===== src/rtl/arch_defs_pkg.sv =====
// Shared operation codes and controller states for the multi-cycle ALU.
package arch_defs_pkg;

  typedef enum logic [3:0] {
    ALU_AND    = 4'd0,
    ALU_OR     = 4'd1,
    ALU_XOR    = 4'd2,
    ALU_ADD    = 4'd3,
    ALU_ADC    = 4'd4,
    ALU_SUB    = 4'd5,
    ALU_SBC    = 4'd6,
    ALU_INV    = 4'd7,
    ALU_SHL    = 4'd8,
    ALU_SHR    = 4'd9,
    ALU_ROL    = 4'd10,
    ALU_ROR    = 4'd11,
    ALU_MUL    = 4'd12,
    ALU_PASS_B = 4'd13
  } alu_op_t;

  typedef enum logic {
    ST_IDLE    = 1'b0,
    ST_MUL_RUN = 1'b1
  } alu_state_t;

endpackage


===== src/rtl/alu_mul_seq.sv =====
// Unsigned shift-add multiplier: one partial-product add per clock, DATA_WIDTH iterations.
module alu_mul_seq
  import arch_defs_pkg::*;
#(
  parameter int DATA_WIDTH = 8
) (
  input  logic                      i_clk,
  input  logic                      i_reset,
  input  logic                      i_load,
  input  logic [DATA_WIDTH-1:0]     i_a,
  input  logic [DATA_WIDTH-1:0]     i_b,
  output logic                      o_busy,
  output logic                      o_done,
  output logic [2*DATA_WIDTH-1:0]   o_product_next
);

  localparam int CNT_W = $clog2(DATA_WIDTH);

  logic [DATA_WIDTH-1:0] r_a;
  logic [DATA_WIDTH-1:0] r_hi;
  logic [DATA_WIDTH-1:0] r_lo;
  logic [CNT_W-1:0]      r_cnt;
  logic                  r_busy;

  logic [DATA_WIDTH:0]   w_sum;
  logic                  w_last;

  // Multiplier bits drain out of r_lo as the product shifts in from the top.
  always_comb begin
    w_sum = {1'b0, r_hi} + (r_lo[0] ? {1'b0, r_a} : {(DATA_WIDTH+1){1'b0}});
  end

  assign w_last         = r_busy && (r_cnt == CNT_W'(DATA_WIDTH-1));
  assign o_product_next = {w_sum, r_lo[DATA_WIDTH-1:1]};
  assign o_busy         = r_busy;
  assign o_done         = w_last;

  always_ff @(posedge i_clk) begin
    if (i_reset) begin
      r_a    <= '0;
      r_hi   <= '0;
      r_lo   <= '0;
      r_cnt  <= '0;
      r_busy <= 1'b0;
    end else if (i_load) begin
      r_a    <= i_a;
      r_hi   <= '0;
      r_lo   <= i_b;
      r_cnt  <= '0;
      r_busy <= 1'b1;
    end else if (r_busy) begin
      {r_hi, r_lo} <= o_product_next;
      r_cnt        <= r_cnt + CNT_W'(1);
      if (w_last) begin
        r_busy <= 1'b0;
      end
    end
  end

endmodule


===== src/rtl/alu_multicycle.sv =====
// Registered ALU with Z/N/C/V flags behind a start/busy/done handshake.
// Single-cycle ops complete on the start edge; MUL iterates in alu_mul_seq.
//
// state      | meaning
// -----------+---------------------------------------------------------
// ST_IDLE    | accepting start_i; non-MUL ops write result on this edge
// ST_MUL_RUN | multiplier iterating; start_i ignored, busy_o high
module alu_multicycle
  import arch_defs_pkg::*;
#(
  parameter int DATA_WIDTH = 8,
  parameter int ENABLE_MUL = 1
) (
  input  logic                  clk,
  input  logic                  reset,
  input  logic                  start_i,
  input  logic [3:0]            op_i,
  input  logic [DATA_WIDTH-1:0] a_i,
  input  logic [DATA_WIDTH-1:0] b_i,
  input  logic                  carry_i,
  output logic [DATA_WIDTH-1:0] result_o,
  output logic [DATA_WIDTH-1:0] result_hi_o,
  output logic                  busy_o,
  output logic                  done_o,
  output logic                  flag_zero_o,
  output logic                  flag_negative_o,
  output logic                  flag_carry_o,
  output logic                  flag_overflow_o
);

  localparam int MSB = DATA_WIDTH - 1;

  alu_state_t r_state;
  alu_state_t w_state_next;

  logic [DATA_WIDTH-1:0] r_result;
  logic [DATA_WIDTH-1:0] r_result_hi;
  logic                  r_done;
  logic                  r_flag_z;
  logic                  r_flag_n;
  logic                  r_flag_c;
  logic                  r_flag_v;

  logic                  w_is_mul;
  logic                  w_alu_wr;
  logic                  w_mul_load;
  logic                  w_mul_wr;
  logic                  w_mul_busy;
  logic                  w_mul_done;
  logic [2*DATA_WIDTH-1:0] w_mul_product;

  logic [DATA_WIDTH:0]   w_ext;
  logic [DATA_WIDTH-1:0] w_alu_res;
  logic                  w_alu_c;
  logic                  w_alu_v;
  logic                  w_alu_z;
  logic                  w_alu_n;

  assign w_is_mul = (ENABLE_MUL != 0) && (op_i == ALU_MUL);

  generate
    if (ENABLE_MUL != 0) begin : g_mul
      alu_mul_seq #(
        .DATA_WIDTH(DATA_WIDTH)
      ) u_mul_seq (
        .i_clk          (clk),
        .i_reset        (reset),
        .i_load         (w_mul_load),
        .i_a            (a_i),
        .i_b            (b_i),
        .o_busy         (w_mul_busy),
        .o_done         (w_mul_done),
        .o_product_next (w_mul_product)
      );
    end else begin : g_no_mul
      assign w_mul_busy    = 1'b0;
      assign w_mul_done    = 1'b0;
      assign w_mul_product = '0;
    end
  endgenerate

  // Arithmetic is done one bit wider than the operands; the top bit is carry/borrow.
  always_comb begin
    w_ext     = '0;
    w_alu_res = b_i;
    w_alu_c   = 1'b0;
    w_alu_v   = 1'b0;
    case (op_i)
      ALU_AND: w_alu_res = a_i & b_i;
      ALU_OR:  w_alu_res = a_i | b_i;
      ALU_XOR: w_alu_res = a_i ^ b_i;
      ALU_INV: w_alu_res = ~a_i;
      ALU_ADD: begin
        w_ext     = {1'b0, a_i} + {1'b0, b_i};
        w_alu_res = w_ext[MSB:0];
        w_alu_c   = w_ext[DATA_WIDTH];
        w_alu_v   = (a_i[MSB] == b_i[MSB]) && (w_ext[MSB] != a_i[MSB]);
      end
      ALU_ADC: begin
        w_ext     = {1'b0, a_i} + {1'b0, b_i} + {{DATA_WIDTH{1'b0}}, carry_i};
        w_alu_res = w_ext[MSB:0];
        w_alu_c   = w_ext[DATA_WIDTH];
        w_alu_v   = (a_i[MSB] == b_i[MSB]) && (w_ext[MSB] != a_i[MSB]);
      end
      ALU_SUB: begin
        w_ext     = {1'b0, a_i} - {1'b0, b_i};
        w_alu_res = w_ext[MSB:0];
        w_alu_c   = w_ext[DATA_WIDTH];
        w_alu_v   = (a_i[MSB] != b_i[MSB]) && (w_ext[MSB] != a_i[MSB]);
      end
      ALU_SBC: begin
        w_ext     = {1'b0, a_i} - {1'b0, b_i} - {{DATA_WIDTH{1'b0}}, carry_i};
        w_alu_res = w_ext[MSB:0];
        w_alu_c   = w_ext[DATA_WIDTH];
        w_alu_v   = (a_i[MSB] != b_i[MSB]) && (w_ext[MSB] != a_i[MSB]);
      end
      ALU_SHL: begin
        w_alu_res = {a_i[MSB-1:0], 1'b0};
        w_alu_c   = a_i[MSB];
      end
      ALU_SHR: begin
        w_alu_res = {1'b0, a_i[MSB:1]};
        w_alu_c   = a_i[0];
      end
      ALU_ROL: begin
        w_alu_res = {a_i[MSB-1:0], carry_i};
        w_alu_c   = a_i[MSB];
      end
      ALU_ROR: begin
        w_alu_res = {carry_i, a_i[MSB:1]};
        w_alu_c   = a_i[0];
      end
      default: w_alu_res = b_i;
    endcase
  end

  assign w_alu_z = (w_alu_res == '0);
  assign w_alu_n = w_alu_res[MSB];

  always_ff @(posedge clk) begin
    if (reset) begin
      r_state <= ST_IDLE;
    end else begin
      r_state <= w_state_next;
    end
  end

  always_comb begin
    w_state_next = r_state;
    w_alu_wr     = 1'b0;
    w_mul_load   = 1'b0;
    w_mul_wr     = 1'b0;
    case (r_state)
      ST_IDLE: begin
        if (start_i) begin
          if (w_is_mul) begin
            w_mul_load   = 1'b1;
            w_state_next = ST_MUL_RUN;
          end else begin
            w_alu_wr = 1'b1;
          end
        end
      end
      ST_MUL_RUN: begin
        if (w_mul_done) begin
          w_mul_wr     = 1'b1;
          w_state_next = ST_IDLE;
        end else if (!w_mul_busy) begin
          w_state_next = ST_IDLE;
        end
      end
      default: w_state_next = ST_IDLE;
    endcase
  end

  always_ff @(posedge clk) begin
    if (reset) begin
      r_result    <= '0;
      r_result_hi <= '0;
      r_done      <= 1'b0;
      r_flag_z    <= 1'b0;
      r_flag_n    <= 1'b0;
      r_flag_c    <= 1'b0;
      r_flag_v    <= 1'b0;
    end else begin
      r_done <= 1'b0;
      if (w_alu_wr) begin
        r_result    <= w_alu_res;
        r_result_hi <= '0;
        r_flag_z    <= w_alu_z;
        r_flag_n    <= w_alu_n;
        r_flag_c    <= w_alu_c;
        r_flag_v    <= w_alu_v;
        r_done      <= 1'b1;
      end else if (w_mul_wr) begin
        // Z spans the full double-width product; N comes from the high half.
        r_result    <= w_mul_product[DATA_WIDTH-1:0];
        r_result_hi <= w_mul_product[2*DATA_WIDTH-1:DATA_WIDTH];
        r_flag_z    <= (w_mul_product == '0);
        r_flag_n    <= w_mul_product[2*DATA_WIDTH-1];
        r_flag_c    <= (w_mul_product[2*DATA_WIDTH-1:DATA_WIDTH] != '0);
        r_flag_v    <= 1'b0;
        r_done      <= 1'b1;
      end
    end
  end

  assign result_o        = r_result;
  assign result_hi_o     = r_result_hi;
  assign busy_o          = (r_state == ST_MUL_RUN);
  assign done_o          = r_done;
  assign flag_zero_o     = r_flag_z;
  assign flag_negative_o = r_flag_n;
  assign flag_carry_o    = r_flag_c;
  assign flag_overflow_o = r_flag_v;

endmodule

===== config.mk =====
export PLATFORM = sky130hd
export DESIGN_NAME = alu_multicycle
export DESIGN_NICKNAME = d
export VERILOG_FILES = /design/src/rtl/arch_defs_pkg.sv /design/src/rtl/alu_mul_seq.sv /design/src/rtl/alu_multicycle.sv
export SDC_FILE = /design/constraint.sdc
export NUM_CORES = 1
export LEC_CHECK = 0
export ABC_AREA = 1
export CELL_PAD_IN_SITES_DETAIL_PLACEMENT = 0
export CELL_PAD_IN_SITES_GLOBAL_PLACEMENT = 1
export CORE_UTILIZATION = 40
export CTS_CLUSTER_DIAMETER = 200
export DETAILED_ROUTE_END_ITERATION = 16
export PLACE_DENSITY_LB_ADDON = 0.1
export SLEW_MARGIN = 5
export SYNTH_ARGS = -nofsm -noshare
export SYNTH_HDL_FRONTEND = slang
export SYNTH_SLANG_ARGS = --single-unit
export TNS_END_PERCENT = 100

===== constraint.sdc =====
create_clock -name clk -period 3.07 [get_ports clk]
set_input_delay 0.4605 -clock clk [delete_from_list [all_inputs] [get_ports clk]]
set_output_delay 0.4605 -clock clk [all_outputs]
set_load 0.02 [all_outputs]

* Word-level counts from Yosys, hierarchy flattened
Cells that the tools add are included.
** Cells by class
- Bitwise logic cells :: 5
- Reductions and logical operators :: 15
- Equal/unequal tests :: 19
- Muxes and demuxes :: 32
- Add/sub/neg operators :: 6
** Operators with widths (number)
- $pmux W8 S12 :: 1
- $mux W8 :: 5
- $mux W1 :: 23
- $eq A4 B4 Y1 const B :: 5
- $eq A4 B3 Y1 const B :: 4
- $logic_not A16 Y1 :: 1
- $add A8 B8 Y9 :: 1
- $add A8 B9 Y9 :: 1
- $add A9 B1 Y9 :: 1
- $sub A8 B8 Y9 :: 1
- $sub A9 B1 Y9 :: 1
- $and A8 B8 Y8 :: 1
- $eq A4 B2 Y1 const B :: 2
- $logic_not A8 Y1 :: 1
- $not A8 Y8 :: 1
- $or A8 B8 Y8 :: 1
- $reduce_bool A8 Y1 :: 1
- $reduce_or A2 Y1 :: 4
- $xor A8 B8 Y8 :: 1
- $pmux W1 S6 :: 1
- $logic_and A1 B1 Y1 :: 5
- $ne A1 B1 Y1 :: 5
- $eq A4 B1 Y1 const B :: 1
- $logic_not A4 Y1 :: 1
- other kinds (7) :: 8
** Word-level totals
- Input bits :: 24
- Logic and storage cells :: 90
- Output and inout port bits :: 22
- Flip-flop bits (word level) :: 50

* Longest topological paths before layout
Gate-level depths: netlist of the first run.
- Depth in word-level cells :: 6
- Mapped depth :: 19
- Gate-level depth less buffers :: 18

* By module
Synthesis of the first run repeated with hierarchy kept, for this count alone.
** Unflattened totals
- Cell total of the unflattened synthesis :: 778
- Area total of the unflattened synthesis :: 4702.0 µm²
** Modules (own cells, without submodules)
- alu_multicycle :: area an instance 3120.5 µm², cells each 551, instances 1, sequential area each 440.4 µm²
- alu_mul_seq :: area an instance 1581.5 µm², cells each 227, instances 1, sequential area each 560.5 µm²

* Worst setup path before layout of the first run
Ideal clock, no wire load.
- Kind :: input to register
- Start point :: in a_i[0]
- End point :: reg r_flag_c (netlist: flag_carry_o)
- Path buffers :: 0
- Slack :: 602 ps
- Stages :: 16
- Library setup time :: 115 ps
- Data arrival time :: 2353 ps
- Data required time :: 2955 ps
- Cells stage by stage :: inv_1 ha_1 fa_1 ha_1 inv_1 nor2_1 nand2_1 inv_1 nand3_1 nor2_1 nand2_1 nor2_1 nand3b_1 nand3_1 o21ai_0 inv_1
** On the way
- Cells in the longest elaborated chain, start to end :: 4
- Elaborated cells on any way between the ends :: 6
- Classes of those cells :: add/sub: 4; mux: 2
** Ends and longest elaborated chain
- start: declaration :: line alu_multicycle.sv:18 : input logic [DATA_WIDTH-1:0] a_i,
- $sub A8 B8 Y9 or $add A8 B8 Y9 (tied branches)
- $sub A9 B1 Y9 or $add A9 B1 Y9 (tied branches) :: line alu_multicycle.sv:112, alu_multicycle.sv:100
- $pmux W1 S6 (*) :: line alu_multicycle.sv:88 : case (op_i)
- $mux W1 (*) :: line alu_multicycle.sv:187 : if (w_alu_wr) begin
- end signal: assignment :: line alu_multicycle.sv:192 : r_flag_c <= w_alu_c;
- end signal: assignment :: line alu_multicycle.sv:201 : r_flag_c <= (w_mul_product[2*DATA_WIDTH-1:DATA_WIDTH] != '0);
- end: declaration :: line alu_multicycle.sv:41 : logic r_flag_c;
Every way passes the cells marked *; elsewhere a longest branch is shown, timed or not.
A chain may end at the register's enable or synchronous reset.

* Final worst setup path of the first run
- Start point :: in a_i[0]
- End point :: reg r_flag_v (netlist: flag_overflow_o)
** On the way
- Cells in the longest elaborated chain, start to end :: 6
- Elaborated cells on any way between the ends :: 14
- Classes of those cells :: add/sub: 4; eq/ne: 4; mux: 2; reduce/logical: 4
** Ends and longest elaborated chain
- $sub A8 B8 Y9 or $add A8 B8 Y9 (tied branches)
- $sub A9 B1 Y9 or $add A9 B1 Y9 (tied branches) :: line alu_multicycle.sv:112, alu_multicycle.sv:100
- $ne A1 B1 Y1 (on tied branches) :: line alu_multicycle.sv:115, alu_multicycle.sv:103
- $logic_and A1 B1 Y1 (on tied branches) :: line alu_multicycle.sv:115, alu_multicycle.sv:103
- $pmux W1 S4 (*) :: line alu_multicycle.sv:88
- $mux W1 (*) :: line alu_multicycle.sv:187
- end signal: assignment :: line alu_multicycle.sv:193 : r_flag_v <= w_alu_v;
- end: declaration :: line alu_multicycle.sv:42 : logic r_flag_v;
Marks and branches as above.

==> flow_metrics.py, run 1 <==
metrics = {
    "run_status": {
        "status": "complete, no violations",
    },
    "yosys": {
        "yosys_register_bits": 50,
        "syn_nets": 817,
        "synth_flop_cell": "dfxtp_1",
        "yosysSeqAreaShare_pct": 22.07,
        "netlist_area_um2": 4536,
        "avgSynthCellArea_um2": 6.031,
        "synth_common_cells": "nand2_1, inv_1, nor2_1",
        "ys_async_sr_fraction_pct": 0,
        "synth_top_area_share_pct": 22.07,
        "netlist_top_cells_area": "dfxtp_1, nand2_1, ha_1",
        "synth_cells": 752,
        "yosysMostFrequentCell": "nand2_1",
        "yosys.area.top_type": "dfxtp_1",
        "yosysWarningCount": 0,
        "synth_edf_count": 0,
        "yosysUniqueCellTypes": 39,
    },
    "die": {
        "dieArea_um2": 11770,
        "io-pin-count": 46,
        "die_height_um": 108.5,
        "coreArea_um2": 10940,
        "fp-row-count": 38,
        "die_w_um": 108.5,
        "floorplan.initialDensity_pct": 41.48,
    },
    "routing": {
        "wl_met3_um": 947,
        "wl_met1_um": 8598,
        "ant_nets": 0,
        "drtIter0Drc": 451,
        "wirelength_um": 16400,
        "drc": 0,
        "num_vias": 5336,
        "top_layer": "met4",
        "wl_met2_um": 6770,
        "wl_per_cell_um": 16.31,
        "firstDrtPassIters": 5,
        "avgViaCountPerCell": 5.304,
    },
    "finish": {
        "nets": 930,
        "utilization_pct": 53.60,
        "syn_to_final_growth_pct": 29.24,
        "stdcell_area_um2": 5862,
        "n_antenna_cell": 0,
        "fin_cells": 1006,
        "drive_gt1_share_pct": 13.86,
    },
    "power": {
        "p_leak_nw": 2.910,
        "powerDensity_nw_per_um2": 335.4,
        "vdd.ir_drop.worst_mv": 0.2527,
    },
    "global_route": {
        "overflow": 0,
        "grt_pass1_vias": 4803,
        "grt_pass1_wl_um": 25580,
        "antenna_found_initial": 0,
        "grt.total_usage_pct": 28.63,
        "grt_max_degree": 23,
    },
    "cts": {
        "clkSinkCount": 50,
        "cts_tree": "yes",
        "post_cts_buffers": 0,
        "clkSlewWorstSetupHoldPaths_ns": 0.07,
        "cts_max_level": 2,
        "clock_path_buffers": 2,
        "insertion_delay_ns": 0.29,
        "cts_hold_buffers": 0,
        "ctsRootBufferMaster": "clkbuf_16",
        "cts_inserted_buffers": 5,
    },
    "placed_design": {
        "port_buffers": 45,
        "dp.cells": 998,
        "dp_hpwl_um": 13450,
        "place_area_um2": 5668,
        "gp_congestion": 0.9621,
    },
    "worst_setup_path": {
        "critPathArrivalTime_ns": 3.12,
        "critPathLaunchType": "input port",
        "path_class": "in -> reg",
        "required_ns": 3.30,
        "end_kind": "flop",
        "crit_fanout": 4,
    },
    "sta": {
        "setup_violations": 0,
        "min_period_ns": 2.891,
        "slew_headroom_pct": 55.68,
        "fin_skew_ns": 0.008836,
        "clock.fmax_ghz": 0.3460,
        "hold_violations": 0,
        "slew_viol_final": 0,
        "tightest_slew_ns": 0.6578,
        "finalCritPeriodShare_pct": 94.15,
    },
    "run": {
        "drv_cap": 0,
    },
    "worst_hold_path": {
        "hold_class": "reg -> reg",
    },
}
[layer usage]
metal / global-route usage [%] / up-vias
li1: - / 2676
met1: 45.42 / 2479
met2: 40.82 / 171
met3: 3.858 / 10
met4: 4.054 / 0
met5: 0 / -
[critical path: stages]
cell             delay [ns]
clkdlybuf4s50_1        0.50
inv_1                  0.08
ha_2                   0.21
fa_2                   0.58
nand2_1                0.09
nor2_2                 0.12
nand3_2                0.10
nor2_4                 0.17
nand3_2                0.09
nand2_1                0.08
nand3_2                0.09
buf_4                  0.15
nand3_1                0.06
nand3_1                0.08
nand2_1                0.09
nand2_1                0.06
a21oi_1                0.11
[area by class of cell]
type	count	area [um2]
clock buffer	5	125.1
clock inverter	3	25.02
fill	1124	5074
inverter	111	419.2
multi-input combinational	572	3065
sequential	50	1001
tap	140	175.2
timing repair buffer	125	1051
[metrics by stage]
step                worst slack (ns)  hold slack [ns]  power [mW]   TNS [ns]
finish                        0.1795           0.4657       1.966          0
global route               -0.005048           0.4797       2.066  -0.005048
CTS                          0.06458           0.4657       1.947          0
detailed placement           -0.2308           0.4550       1.388     -1.138
global placement             -0.1857           0.4515       1.385    -0.9065
floorplan                     0.6017           0.4446       1.069          0
[path summary, 6_finish.rpt]
| check | startpoint | to | slack (ns) | cells past startpoint |
|---|---|---|---|---|
| worst max-delay path | a_i[0] | flag_overflow_o | 0.18 | 17 |
| worst min-delay path | flag_overflow_o | flag_overflow_o | 0.47 | 2 |
| worst max register to register | g_mul.u_mul_seq.r_a[0] | flag_zero_o | 0.46 | 16 |
| worst min register to register | flag_overflow_o | flag_overflow_o | 0.47 | 2 |
[timing repair]
item	in CTS	in global routing
gates resized for setup	0	14
hold endpoints to repair	0	0
endpoints found under the setup margin	0	6
[power breakdown]
| group | total [mW] | switching, mW | leakage, nW | internal [mW] |
|---|---|---|---|---|
| sequential | 0.680 | 0.0114 | 0.406 | 0.668 |
| clock | 0.564 | 0.257 | 0.0704 | 0.307 |
| combinational | 0.723 | 0.431 | 2.43 | 0.292 |
[cells in the final DEF (no fill, tap or decap), drive strengths merged, types with 12 or more instances in the layout]
cell           synthesis  routed
nand2                209     209
a21oi                 49      49
dfxtp                 50      50
ha                    38      38
clkdlybuf4s50          0      45
inv                  110     111
nand3                 72      72
o21ai                 55      55
nand4                 12      12
buf                    7      80
nor2                  82      82
[state kept, by name, indices dropped and copies added, names as in the netlist]
register / count
busy_o: 1
done_o: 1
flag_carry_o: 1
flag_negative_o: 1
flag_overflow_o: 1
flag_zero_o: 1
g_mul.u_mul_seq.o_busy: 1
g_mul.u_mul_seq.r_a: 8
g_mul.u_mul_seq.r_cnt: 3
g_mul.u_mul_seq.r_hi: 8
g_mul.u_mul_seq.r_lo: 8
result_hi_o: 8
result_o: 8
[kinds of logic (layout without fill, tap and decap cells)]
family | count (synthesis) | after routing | share of synthesized area, %
AND/OR/NAND/NOR | 391 | 391 | 36.83
adder cells (fa/ha/maj) | 41 | 41 | 11.81
XOR/XNOR | 6 | 6 | 1.159
flip-flops | 50 | 50 | 22.07
AO/OA/AOI/OAI | 134 | 134 | 16.83
buffers and inverters | 130 | 244 | 11.31
(Power assumes the default switching activity.)
==> inputs of run 2 (changes only) <==
--- a/config.mk
+++ b/config.mk
@@ -8,9 +8,10 @@
 export ABC_AREA = 1
 export CELL_PAD_IN_SITES_DETAIL_PLACEMENT = 0
 export CELL_PAD_IN_SITES_GLOBAL_PLACEMENT = 1
-export CORE_UTILIZATION = 40
+export CORE_UTILIZATION = 45
 export CTS_CLUSTER_DIAMETER = 200
 export DETAILED_ROUTE_END_ITERATION = 16
+export DONT_BUFFER_PORTS = 1
 export PLACE_DENSITY_LB_ADDON = 0.1
 export SLEW_MARGIN = 5
 export SYNTH_ARGS = -nofsm -noshare
==> flow_metrics.py, run 2 (synthesis gave the netlist of run 1 again) <==
metrics = {
    "worst_setup_path": {
        "crit_fanout": 6,
        "path_buf_inv": 2,
        "crit_path_cell_trace": "inv_1 > ha_1 > fa_1 > ha_1 > inv_1 > nor2_1 > o21ai_0 > o21ai_0 > nor2_1 > nand3_1 > nor2_1 > nand3_1 > nor2_1 > nand3_1 > a21oi_1",
        "crit_slowest_cell": "fa_1",
        "cp_slowest_stage_delay_ns": 0.46,
        "crit_family": "adder cells",
        "critPathArrivalTime_ns": 2.99,
        "end_kind": "flop",
        "critPathLaunchType": "input port",
        "worst_path_most_repeated_cell": "nor2_1",
        "path_class": "in -> reg",
        "required_ns": 3.32,
    },
    "cts": {
        "ctsRootBufferMaster": "clkbuf_8",
        "cts_inserted_buffers": 5,
        "clkSlewWorstSetupHoldPaths_ns": 0.10,
        "cts_hold_buffers": 0,
        "post_cts_buffers": 0,
        "insertion_delay_ns": 0.31,
        "cts.repair.resized": 0,
        "clkSinkCount": 50,
        "clock_path_buffers": 2,
        "cts_tree": "yes",
        "cts_max_level": 2,
    },
    "finish": {
        "layout_common_cells": "nand2_1, inv_1, nor2_1",
        "utilization_pct": 48.77,
        "n_antenna_cell": 0,
        "syn_to_final_growth_pct": 5.103,
        "nets": 813,
        "drive_gt1_share_pct": 4.940,
        "layout_commonest_cell": "nand2_1",
    },
    "power": {
        "vdd.ir_drop.worst_mv": 0.2154,
        "p_leak_nw": 2.384,
        "total_power_mw": 1.598,
        "powerDensity_nw_per_um2": 335.3,
    },
    "routing": {
        "wirelength_um": 14620,
        "ant_nets": 0,
        "drc": 0,
        "drtIter0Drc": 443,
        "firstDrtPassIters": 7,
        "avgViaCountPerCell": 5.542,
        "num_vias": 4888,
        "wl_per_cell_um": 16.58,
    },
    "global_route": {
        "grt_pass1_wl_um": 22320,
        "grt.total_usage_pct": 28.12,
        "overflow": 0,
        "antenna_found_initial": 0,
        "grt_max_degree": 23,
        "grt_pass1_vias": 4276,
    },
    "sta": {
        "finalCritPeriodShare_pct": 89.50,
        "clock.fmax_ghz": 0.3639,
        "slew_headroom_pct": 59.52,
        "min_period_ns": 2.748,
        "rsz0062_at_grt": "false",
        "tns_ns": 0,
        "tightest_slew_ns": 0.6009,
        "slew_viol_final": 0,
        "setup_violations": 0,
        "hold_violations": 0,
        "fin_skew_ns": 0.005948,
    },
    "die": {
        "fp-row-count": 36,
        "die_height_um": 102.4,
        "floorplan.initialDensity_pct": 46.40,
        "dieArea_um2": 10480,
        "coreArea_um2": 9774,
        "io-pin-count": 46,
        "die_w_um": 102.4,
    },
    "worst_hold_path": {
        "hold_class": "in -> reg",
    },
    "placed_design": {
        "dp_hpwl_um": 11900,
        "gp_congestion": 0.9892,
        "port_buffers": 0,
    },
    "run_status": {
        "status": "complete, no violations",
    },
    "run": {
        "drv_cap": 0,
    },
}
==> run 2: power breakdown <==
part,total [mW],internal (mW),switching (mW)
registers,0.699,0.668,0.0304
clock network,0.421,0.186,0.235
logic,0.479,0.148,0.331
total,1.60,1.00,0.597
==> run 2: layout make-up <==
| type | instances | area (um2) |
|---|---|---|
| clock buffer | 6 | 82.58 |
| clock inverter | 2 | 16.27 |
| fill | 1080 | 5007 |
| inverter | 111 | 419.2 |
| multi-input combinational | 572 | 3022 |
| sequential | 50 | 1001 |
| tap | 133 | 166.4 |
| timing repair buffer | 8 | 60.06 |
==> run 2: worst paths after layout <==
| kind | from | depth (start not counted) | slack, ns | to |
|---|---|---|---|---|
| max | a_i[0] | 15 | 0.32 | flag_zero_o |
| min | reset | 1 | 0.21 | result_o[3] |
| max reg2reg | g_mul.u_mul_seq.r_lo[0] | 17 | 0.33 | flag_carry_o |
| min reg2reg | g_mul.u_mul_seq.r_cnt[2] | 2 | 0.47 | g_mul.u_mul_seq.r_cnt[2] |
==> run 2: metrics by stage <==
step	setup slack (ns)	instance area (um2)	instances	hold WS, ns
final	0.3223	4767	882	0.2071
after global routing	0.1284	4767	882	0.1874
after CTS	0.3396	4767	882	0.2025
after detailed placement	0.03032	4668	874	0.4604
after global placement	-0.03357	4668	874	0.4527
after floorplan	0.6017	4536	752	0.4446
==> run 2: worst register-to-register path, delay by kind of cell (launching register included) <==
kind,cells,cell delay (ns)
simple gates,10,1.20
fa+ha+maj,2,0.59
flops,1,0.53
buf+inv,4,0.26
compound gates,1,0.06
==> run 2: routing by layer <==
layer / vias to the layer above / global-route usage (%) / wire (um)
met2: 210 / 39.70 / 5965
met4: 0 / 3.077 / 88
li1: 2434 / - / -
met3: 10 / 5.267 / 1356
met1: 2234 / 44.50 / 7213
met5: - / 0 / 0
